--- src/rtl/letc_core_mem_arbiter.sv ---
// letc_core_mem_arbiter
//   Shares the core's single memory port between instruction fetch and the
//   load/store stage. Only one transaction is outstanding at a time. Arbitration
//   between the two requesters is round-robin.
//   For a data access the block also does the following:
//     - checks alignment and size,
//     - replicates store data onto the proper byte lanes with matching strobes,
//     - extracts the addressed byte or halfword from the returned word and
//       sign- or zero-extends it.
//
// Ports
//   i_clk, i_rst_n         clock, synchronous active-low reset
//   i_if_req/i_if_addr     fetch request, word address [31:2]
//   o_if_ready             fetch request accepted this cycle
//   o_if_rvalid/o_if_rdata fetch response pulse and instruction word
//   i_d_req/i_d_addr       data request, byte address
//   i_d_wen/i_d_size       store enable, access size (00 B, 01 H, 10 W, 11 illegal)
//   i_d_unsigned           zero-extend loads
//   i_d_wdata              store data, LSB-aligned
//   o_d_ready              data request accepted this cycle
//   o_d_rvalid/o_d_rdata   data response pulse and extended load data
//   o_d_fault              qualifies o_d_rvalid: misaligned or illegal size
//   o_mem_*/i_mem_*        memory bus: request handshake, response, data
module letc_core_mem_arbiter (
  input  logic        i_clk,
  input  logic        i_rst_n,
  input  logic        i_if_req,
  input  logic [29:0] i_if_addr,
  output logic        o_if_ready,
  output logic        o_if_rvalid,
  output logic [31:0] o_if_rdata,
  input  logic        i_d_req,
  input  logic [31:0] i_d_addr,
  input  logic        i_d_wen,
  input  logic [1:0]  i_d_size,
  input  logic        i_d_unsigned,
  input  logic [31:0] i_d_wdata,
  output logic        o_d_ready,
  output logic        o_d_rvalid,
  output logic [31:0] o_d_rdata,
  output logic        o_d_fault,
  output logic        o_mem_valid,
  input  logic        i_mem_ready,
  output logic [29:0] o_mem_addr,
  output logic        o_mem_wen,
  output logic [3:0]  o_mem_wstrb,
  output logic [31:0] o_mem_wdata,
  input  logic        i_mem_rvalid,
  input  logic [31:0] i_mem_rdata
);

  typedef enum logic [2:0] {IDLE, ISSUE, WAIT, RESP, FAULT} state_t;

  state_t      state, state_next;
  logic        prio_data;
  logic        owner_data;
  logic        grant_if, grant_d;
  logic        capture;

  logic [29:0] addr_q;
  logic        wen_q;
  logic [3:0]  wstrb_q;
  logic [31:0] wdata_q;
  logic [1:0]  size_q;
  logic        unsigned_q;
  logic [1:0]  lo_q;
  logic [31:0] rdata_q;

  function automatic logic is_misaligned(input logic [1:0] size, input logic [1:0] lo);
    case (size)
      2'b00:   is_misaligned = 1'b0;
      2'b01:   is_misaligned = lo[0];
      2'b10:   is_misaligned = |lo;
      default: is_misaligned = 1'b1;
    endcase
  endfunction

  function automatic logic [3:0] lane_strb(input logic [1:0] size, input logic [1:0] lo);
    case (size)
      2'b00:   lane_strb = 4'b0001 << lo;
      2'b01:   lane_strb = lo[1] ? 4'b1100 : 4'b0011;
      default: lane_strb = 4'b1111;
    endcase
  endfunction

  function automatic logic [31:0] lane_wdata(input logic [1:0] size, input logic [31:0] wdata);
    case (size)
      2'b00:   lane_wdata = {4{wdata[7:0]}};
      2'b01:   lane_wdata = {2{wdata[15:0]}};
      default: lane_wdata = wdata;
    endcase
  endfunction

  function automatic logic [31:0] load_extract(input logic [31:0] word, input logic [1:0] size,
                                               input logic [1:0] lo, input logic uns);
    logic signed [7:0]  b;
    logic signed [15:0] h;
    logic signed [31:0] ext;
    case (lo)
      2'd0:    b = word[7:0];
      2'd1:    b = word[15:8];
      2'd2:    b = word[23:16];
      default: b = word[31:24];
    endcase
    h = lo[1] ? word[31:16] : word[15:0];
    case (size)
      2'b00:   ext = uns ? {24'd0, b} : 32'(b);
      2'b01:   ext = uns ? {16'd0, h} : 32'(h);
      default: ext = word;
    endcase
    load_extract = ext;
  endfunction

  // Grant only in IDLE; a tie goes to whichever side prio_data points at.
  always_comb begin
    grant_if = 1'b0;
    grant_d  = 1'b0;
    if (state == IDLE && i_rst_n) begin
      if (i_d_req && (!i_if_req || prio_data)) grant_d  = 1'b1;
      else if (i_if_req)                       grant_if = 1'b1;
    end
  end

  always_comb begin
    state_next = state;
    case (state)
      IDLE: begin
        if (grant_d)       state_next = is_misaligned(i_d_size, i_d_addr[1:0]) ? FAULT : ISSUE;
        else if (grant_if) state_next = ISSUE;
      end
      ISSUE:   if (i_mem_ready) state_next = i_mem_rvalid ? RESP : WAIT;
      WAIT:    if (i_mem_rvalid) state_next = RESP;
      RESP:    state_next = IDLE;
      FAULT:   state_next = IDLE;
      default: state_next = IDLE;
    endcase
  end

  // Read data is taken either from the combined ready+rvalid ISSUE cycle or in WAIT.
  assign capture = i_mem_rvalid && ((state == ISSUE && i_mem_ready) || state == WAIT);

  always_ff @(posedge i_clk) begin
    if (!i_rst_n) begin
      state      <= IDLE;
      prio_data  <= 1'b1;
      owner_data <= 1'b0;
    end else begin
      state <= state_next;
      if (grant_d) begin
        owner_data <= 1'b1;
        prio_data  <= 1'b0;
      end else if (grant_if) begin
        owner_data <= 1'b0;
        prio_data  <= 1'b1;
      end
    end
  end

  // Accept stage: transaction fields latched at grant, held stable through ISSUE.
  always_ff @(posedge i_clk) begin
    if (grant_d) begin
      addr_q     <= i_d_addr[31:2];
      wen_q      <= i_d_wen;
      wstrb_q    <= i_d_wen ? lane_strb(i_d_size, i_d_addr[1:0]) : 4'b1111;
      wdata_q    <= lane_wdata(i_d_size, i_d_wdata);
      size_q     <= i_d_size;
      unsigned_q <= i_d_unsigned;
      lo_q       <= i_d_addr[1:0];
    end else if (grant_if) begin
      addr_q     <= i_if_addr;
      wen_q      <= 1'b0;
      wstrb_q    <= 4'b1111;
      wdata_q    <= '0;
      size_q     <= 2'b10;
      unsigned_q <= 1'b0;
      lo_q       <= 2'b00;
    end
    if (capture) rdata_q <= i_mem_rdata;
  end

  // Response stage: all outputs derive from state so they read zero outside their window.
  always_comb begin
    o_if_ready  = grant_if;
    o_d_ready   = grant_d;
    o_mem_valid = (state == ISSUE);
    o_mem_addr  = (state == ISSUE) ? addr_q  : '0;
    o_mem_wen   = (state == ISSUE) ? wen_q   : 1'b0;
    o_mem_wstrb = (state == ISSUE) ? wstrb_q : '0;
    o_mem_wdata = (state == ISSUE) ? wdata_q : '0;
    o_if_rvalid = (state == RESP) && !owner_data;
    o_if_rdata  = o_if_rvalid ? rdata_q : '0;
    o_d_rvalid  = ((state == RESP) && owner_data) || (state == FAULT);
    o_d_fault   = (state == FAULT);
    o_d_rdata   = ((state == RESP) && owner_data && !wen_q)
                  ? load_extract(rdata_q, size_q, lo_q, unsigned_q) : '0;
  end

endmodule

--- config.mk ---
export PLATFORM = sky130hd
export DESIGN_NAME = letc_core_mem_arbiter
export DESIGN_NICKNAME = d
export VERILOG_FILES = /design/src/rtl/letc_core_mem_arbiter.sv
export SDC_FILE = /design/constraint.sdc
export NUM_CORES = 1
export LEC_CHECK = 0
export ABC_AREA = 1
export CORE_AREA = 2 2 129 131
export CTS_BUF_LIST = sky130_fd_sc_hd__clkbuf_4 sky130_fd_sc_hd__clkbuf_8
export DETAILED_ROUTE_END_ITERATION = 16
export DIE_AREA = 0 0 131 133
export PLACE_DENSITY_LB_ADDON = 0.08
export SLEW_MARGIN = 40
export SYNTH_ARGS = -nofsm -noshare
export SYNTH_HDL_FRONTEND = slang
export SYNTH_SLANG_ARGS = --single-unit
--- constraint.sdc ---
create_clock -name i_clk -period 4.2 [get_ports i_clk]
set_input_delay 0.42 -clock i_clk [delete_from_list [all_inputs] [get_ports i_clk]]
set_output_delay 0.42 -clock i_clk [all_outputs]
set_load 0.01 [all_outputs]
==> out/results.ini, run 1 <==
[worst_setup_path]
cp_slowest_stage_delay_ns = 0.59
critPathSlowestCell = edfxtp_1
cp_max_fo = 25
crit_buf_inv = 2
reg2reg_depth = 6
reg2reg_from = state[2]
critPathKind = flop to output port
critPathLaunchType = flop
crit_chain = clkinv_2 -> nand2_2 -> a21oi_1 -> nand2_1 -> nand3_4 -> nand2_4 -> nor2_1 -> clkdlybuf4s50_1
path_delay_family = buffers and inverters
worst_r2r_endpoint = rdata_q[0]
reg2reg_slack_ns = 2.04
arrival_ns = 2.86
worst-endpoint-required_ns = 3.78
crit_path_end_kind = output port

[global_routing]
grtUsageMet2_pct = 34.43
grt_busiest_layer = met2
track_usage_pct = 19.82
use_met1_pct = 23.60
antenna_found_initial = 0
grt_max_degree = 61
gr-total-overflow = 0
grt_pass1_wl_um = 26770
met3_usage_pct = 5.985
grt_pass1_vias = 5188

[routing]
num_vias = 5648
wl_um = 17580
initialDrtViolationCount = 316
vias_per_cell = 4.504
drtAntennaViolNets = 0
firstDrtPassIters = 5
drc_errors = 0
wl_per_cell_um = 14.02

[status]
status = finished, final reports clean

[min_path]
worstHoldStart = prio_data
holdPathStages = 2
hold_class = flop to flop
whs_endpoint = prio_data

[power_and_ir_drop]
seqPwrFrac_pct = 42.5
p_switching_w = 0.001281
clkPwrFrac_pct = 18.3
p_int_w = 0.002378
power_density_nw_per_um2 = 396.3
p_sw_share_pct = 35.00
ir_drop_mv = 0.2401
p_leak_nw = 4.043
combPwrFrac_pct = 39.2

[cts]
postCtsHoldBufs = 0
clk_latency_ns = 0.38
post_cts_buffers = 0
cts_sinks = 109
path_clk_slew_ns = 0.10
cts_tree = built
cts_buffer_depth = 2
post_cts_resized = 0
htreeDepth = 3
root_buffer = clkbuf_8
numCtsBuffers = 9

[placement]
port-buffer-count = 272
place.gp.congestion = 0.8748
hpwl_um = 13190

[sta]
fin_crit_ns = 3.282
tightest_slew_ns = 0.7996
hold_viol = 0
fmax_mhz = 304.7
rsz0062_at_grt = false
fin_crit_sh_pct = 78.15
slew_headroom_pct = 46.58
hold_slack_ns = 0.5078
fin_worst_skew_ns = 0.01260
finalMaxSlewViolations = 0
timing.final.setup_violations = 0
timing.setup.tns_ns = 0

[synthesis]
syn_inst = 776
synth_edf_count = 104
synth_flop_cell = edfxtp_1
avgSynthCellArea_sq_um = 7.867
synth_seq_cells = 109
syn-cell-area_sq_um = 6105
syn_nets = 912
yosysSeqAreaShare_pct = 52.80
synth_cell_types = 31
ys_warn_count = 0
synthArstFlopShare_pct = 0

[cells_and_area]
area_growth_pct = 51.24
fin_nets = 1165
diodes = 0
drive_gt1_share_pct = 5.222
final_cell_mix = clkdlybuf4s50_1, nor2_1, nand2_1, inv_1, edfxtp_1
final_common_cell = clkdlybuf4s50_1

[floorplanning]
coreArea_sq_um = 16170
rows = 47
io-pin-count = 273
start_util_pct = 37.75
fp.dieArea_sq_um = 17420
fp.dieH_um = 133
die-width_um = 131

[flow_run]
drv_cap = 0

## state kept, by name (all words and copies together) (netlist names)
| signal | flops |
|---|---|
| rdata_q | 32 |
| wdata_q | 32 |
| addr_q | 30 |
| wstrb_q | 4 |
| state | 3 |
| lo_q | 2 |
| size_q | 2 |
| owner_data | 1 |
| prio_data | 1 |
| unsigned_q | 1 |
| wen_q | 1 |
## cells by family after synthesis
group	share of synthesized area, %
flops	52.80
buf+inv	13.10
compound gates	8.752
simple gates	25.35
## synthesized netlist by cell type (2+ instances only)
library cell	n	area share, %
nor2_1	169	10
nand2_1	160	9.8
inv_1	156	9.6
edfxtp_1	104	51
o21ai_0	45	3.7
a21oi_1	29	2.4
clkbuf_1	19	1.2
nand3_1	19	1.6
o211ai_1	15	1.8
buf_2	11	0.90
nor2_2	10	1.0
a31oi_1	7	0.72
dfxtp_1	5	1.6
buf_6	3	0.55
inv_2	3	0.18
nor2_4	3	0.55
nand2_2	2	0.20
nand3_2	2	0.33
nand3_4	2	0.57
## power by group through the flow
stage          registers, W  clock network (W)  logic (W)
2_1_floorplan       0.00155                  0   0.000750
3_3_place_gp        0.00158                  0    0.00143
3_5_place_dp        0.00159                  0    0.00144
4_1_cts             0.00156           0.000696    0.00145
5_1_grt             0.00158           0.000730    0.00158
6_report            0.00156           0.000668    0.00144
## worst max-delay path by stage
stage          startpoint            end  cells past startpoint
2_1_floorplan    i_if_req      addr_q[0]                      3
3_3_place_gp      lo_q[1]  o_d_rdata[17]                      7
3_5_place_dp      lo_q[1]  o_d_rdata[28]                      7
4_1_cts           lo_q[1]  o_d_rdata[28]                      7
5_1_grt         size_q[1]  o_d_rdata[31]                      8
6_report        size_q[1]  o_d_rdata[20]                      8
## layer usage
| layer | share of wire, % | wire (um) |
|---|---|---|
| met2 | 50 | 8841 |
| met1 | 41 | 7260 |
| met3 | 7.4 | 1302 |
| met5 | 0 | 0 |
| met4 | 0.97 | 170 |
## per-stage QoR
step / utilization [%] / std cells / worst slack (ns) / total power, W / area (sq um)
2_1_floorplan: - / 776 / 1.065 / 0.002301 / 6108
3_3_place_gp: 55.54 / 1236 / 1.263 / 0.003012 / 8982
3_5_place_dp: 55.74 / 1237 / 1.157 / 0.003033 / 9015
4_1_cts: 57.02 / 1253 / 0.7162 / 0.003713 / 9221
5_1_grt: 57.09 / 1254 / 0.7712 / 0.003890 / 9233
6_report: 57.09 / 1254 / 0.9178 / 0.003659 / 9233
## cell type report
cell class,count,area [sq um]
fill,1506,6939
tap,220,275.3
timing repair buffer,278,2804
sequential,109,3223
multi-input combinational,470,2111
clock buffer,9,123.9
inverter,161,613.1
clock inverter,7,82.58
## worst register-to-register path: cells and delay by family (launching register included)
| kind | cells | cell delay (ns) |
|---|---|---|
| compound gates | 1 | 0.26 |
| flops | 1 | 0.34 |
| simple gates | 3 | 0.95 |
| buf+inv | 2 | 0.32 |
Note: power is estimated with default switching activity, not from simulation.
==> run 2, diff against run 1 <==
==> constraint.sdc (replaced) <==
create_clock -name i_clk -period 2.9 [get_ports i_clk]
set_input_delay 0.29 -clock i_clk [delete_from_list [all_inputs] [get_ports i_clk]]
set_output_delay 0.29 -clock i_clk [all_outputs]
set_load 0.01 [all_outputs]
==> out/results.ini, run 2 (synthesized netlist as in run 1, its figures left out) <==
[status]
status = finished, final reports clean

[global_routing]
gr-total-overflow = 0  ; unchanged
grt_pass1_wl_um = 27520  ; +2.8%
track_usage_pct = 20.50  ; +0.68 points
antenna_found_initial = 0  ; unchanged
grt_pass1_vias = 5181  ; -0.13%
grt_max_degree = 48  ; -21%

[sta]
fin_crit_sh_pct = 91.94
finalMaxSlewViolations = 0  ; unchanged
slew_headroom_pct = 65.99  ; +19 points
fin_crit_ns = 2.666
timing.setup.tns_ns = 0  ; unchanged
rsz0062_at_grt = false
fmax_mhz = 375.1
hold_viol = 0  ; unchanged
timing.final.setup_violations = 0  ; unchanged
tightest_slew_ns = 0.5101  ; -0.2894 ns
hold_slack_ns = 0.4485  ; -0.05926 ns
fin_worst_skew_ns = 0.009406  ; -0.003191 ns

[placement]
hpwl_um = 13340  ; +1.1%
place_inst = 1244  ; +0.57%
place_area_sq_um = 9055  ; +0.44%
port-buffer-count = 272  ; unchanged
place.gp.congestion = 0.8670  ; -0.89%

[min_path]
holdPathStages = 1  ; -1
whs_endpoint = rdata_q[22]
worstHoldStart = i_mem_rdata[22]
hold_class = primary input to flop

[cts]
cts_sinks = 109  ; unchanged
htreeDepth = 3  ; unchanged
root_buffer = clkbuf_8
cts_tree = built
cts_buffer_depth = 2  ; unchanged
numCtsBuffers = 9  ; unchanged
path_clk_slew_ns = 0.11  ; about the same
clk_latency_ns = 0.39  ; about the same

[worst_setup_path]
critPathSlowestCell = clkdlybuf4s50_1
worstSetupPathDepth = 8  ; unchanged
crit_buf_inv = 1  ; -1
arrival_ns = 2.38  ; -0.48 ns
reg2reg_slack_ns = 0.86  ; -1.18 ns
critPathLaunchType = flop
path_delay_family = simple AND/OR/NAND/NOR gates
crit_path_end_kind = output port
worst-endpoint-required_ns = 2.61  ; -1.17 ns
reg2reg_from = state[2]
worst_r2r_endpoint = rdata_q[9]
reg2reg_depth = 7  ; +1
critPathKind = flop to output port
cp_max_fo = 16  ; -36%
crit_chain = nand2_4 -> nor2_1 -> nor2_2 -> nand3_4 -> nand3_4 -> nand2_8 -> nor2_1 -> clkdlybuf4s50_1
cp_slowest_stage_delay_ns = 0.54  ; -0.05 ns

[cells_and_area]
drive_gt1_share_pct = 6.482  ; +1.3 points
final_cell_mix = clkdlybuf4s50_1, nor2_1, nand2_1, inv_1, edfxtp_1
final_common_cell = clkdlybuf4s50_1
fillers = 1511  ; +0.33%
diodes = 0  ; unchanged
area_growth_pct = 52.70
stdcell_count = 1269  ; +1.2%
fin_nets = 1180  ; +1.3%
reg_top3 = rdata_q x32, wdata_q x32, addr_q x30
utilization_pct = 57.64  ; +0.55 points
fin_area_sq_um = 9321  ; +0.96%

[floorplanning]
start_util_pct = 37.75  ; unchanged
rows = 47  ; unchanged
fp.dieArea_sq_um = 17420  ; unchanged
fp.dieH_um = 133  ; unchanged
io-pin-count = 273  ; unchanged
coreArea_sq_um = 16170  ; unchanged
die-width_um = 131  ; unchanged

[power_and_ir_drop]
power_density_nw_per_um2 = 564.4  ; +42%
p_leak_nw = 4.103  ; +1.5%
ir_drop_mv = 0.3296  ; +37%

[flow_run]
drv_cap = 0  ; unchanged

[routing]
firstDrtPassIters = 5  ; unchanged
drc_errors = 0  ; unchanged
wl_per_cell_um = 14.07  ; +0.36%
num_vias = 5643  ; -0.089%
vias_per_cell = 4.447  ; -1.3%
initialDrtViolationCount = 354  ; +12%
drtAntennaViolNets = 0  ; unchanged
wl_um = 17850  ; +1.6%

run 2: metal layers:
| metal | up-vias | GRT usage, % | part of all wire, % |
|---|---|---|---|
| li1 | 2934 | - | - |
| met1 | 2501 | 24.90 | 42 |
| met3 | 15 | 6.349 | 7.8 |
| met5 | - | 0 | 0 |
| met4 | 0 | 6.028 | 1.4 |
| met2 | 193 | 34.77 | 49 |
run 2: worst register-to-register path, delay by kind of cell, from the launching register on:
| family | cells | cell delay (ns) |
|---|---|---|
| flops | 1 | 0.35 |
| buf+inv | 3 | 0.70 |
| compound gates | 1 | 0.15 |
| simple gates | 3 | 0.48 |
run 2: worst max-delay path by stage:
| stage | from | to |
|---|---|---|
| finish | lo_q[0] | o_d_rdata[17] |
| global route | lo_q[0] | o_d_rdata[31] |
| CTS | lo_q[0] | o_d_rdata[17] |
| detailed placement | lo_q[1] | o_d_rdata[17] |
| global placement | lo_q[1] | o_d_rdata[18] |
| floorplan | state[2] | rdata_q[0] |
run 2: timing repair:
action	4_1_cts	5_1_grt
endpoints found under the setup margin	16	16
hold buffers	0	0
endpoints found under the hold margin	0	0
buffers inserted	5	4
resized for setup	0	4
pin swaps	0	1
run 2: layout make-up:
class / instances / area, sq um / area share, %
tap: 220 / 275.3 / 2.953
timing repair buffer: 293 / 2905 / 31.17
inverter: 161 / 613.1 / 6.577
clock inverter: 7 / 51.30 / 0.5503
sequential: 109 / 3223 / 34.58
clock buffer: 9 / 123.9 / 1.329
multi-input combinational: 470 / 2130 / 22.85
run 2: where the power goes:
part           switching, W  total (W)  leakage [nW]  internal [W]
Combinational       0.00120    0.00216          3.01      0.000959
Clock              0.000553   0.000869        0.0856      0.000316
Sequential         0.000122    0.00224          1.01       0.00211
run 2: metrics by stage:
stage | power (W) | setup WS, ns
after global placement | 0.004396 | 0.3817
final | 0.005261 | 0.2337
after detailed placement | 0.004405 | 0.3169
after global routing | 0.005592 | 0.04650
after floorplan | 0.003328 | 0.2985
after CTS | 0.005304 | 0.006599
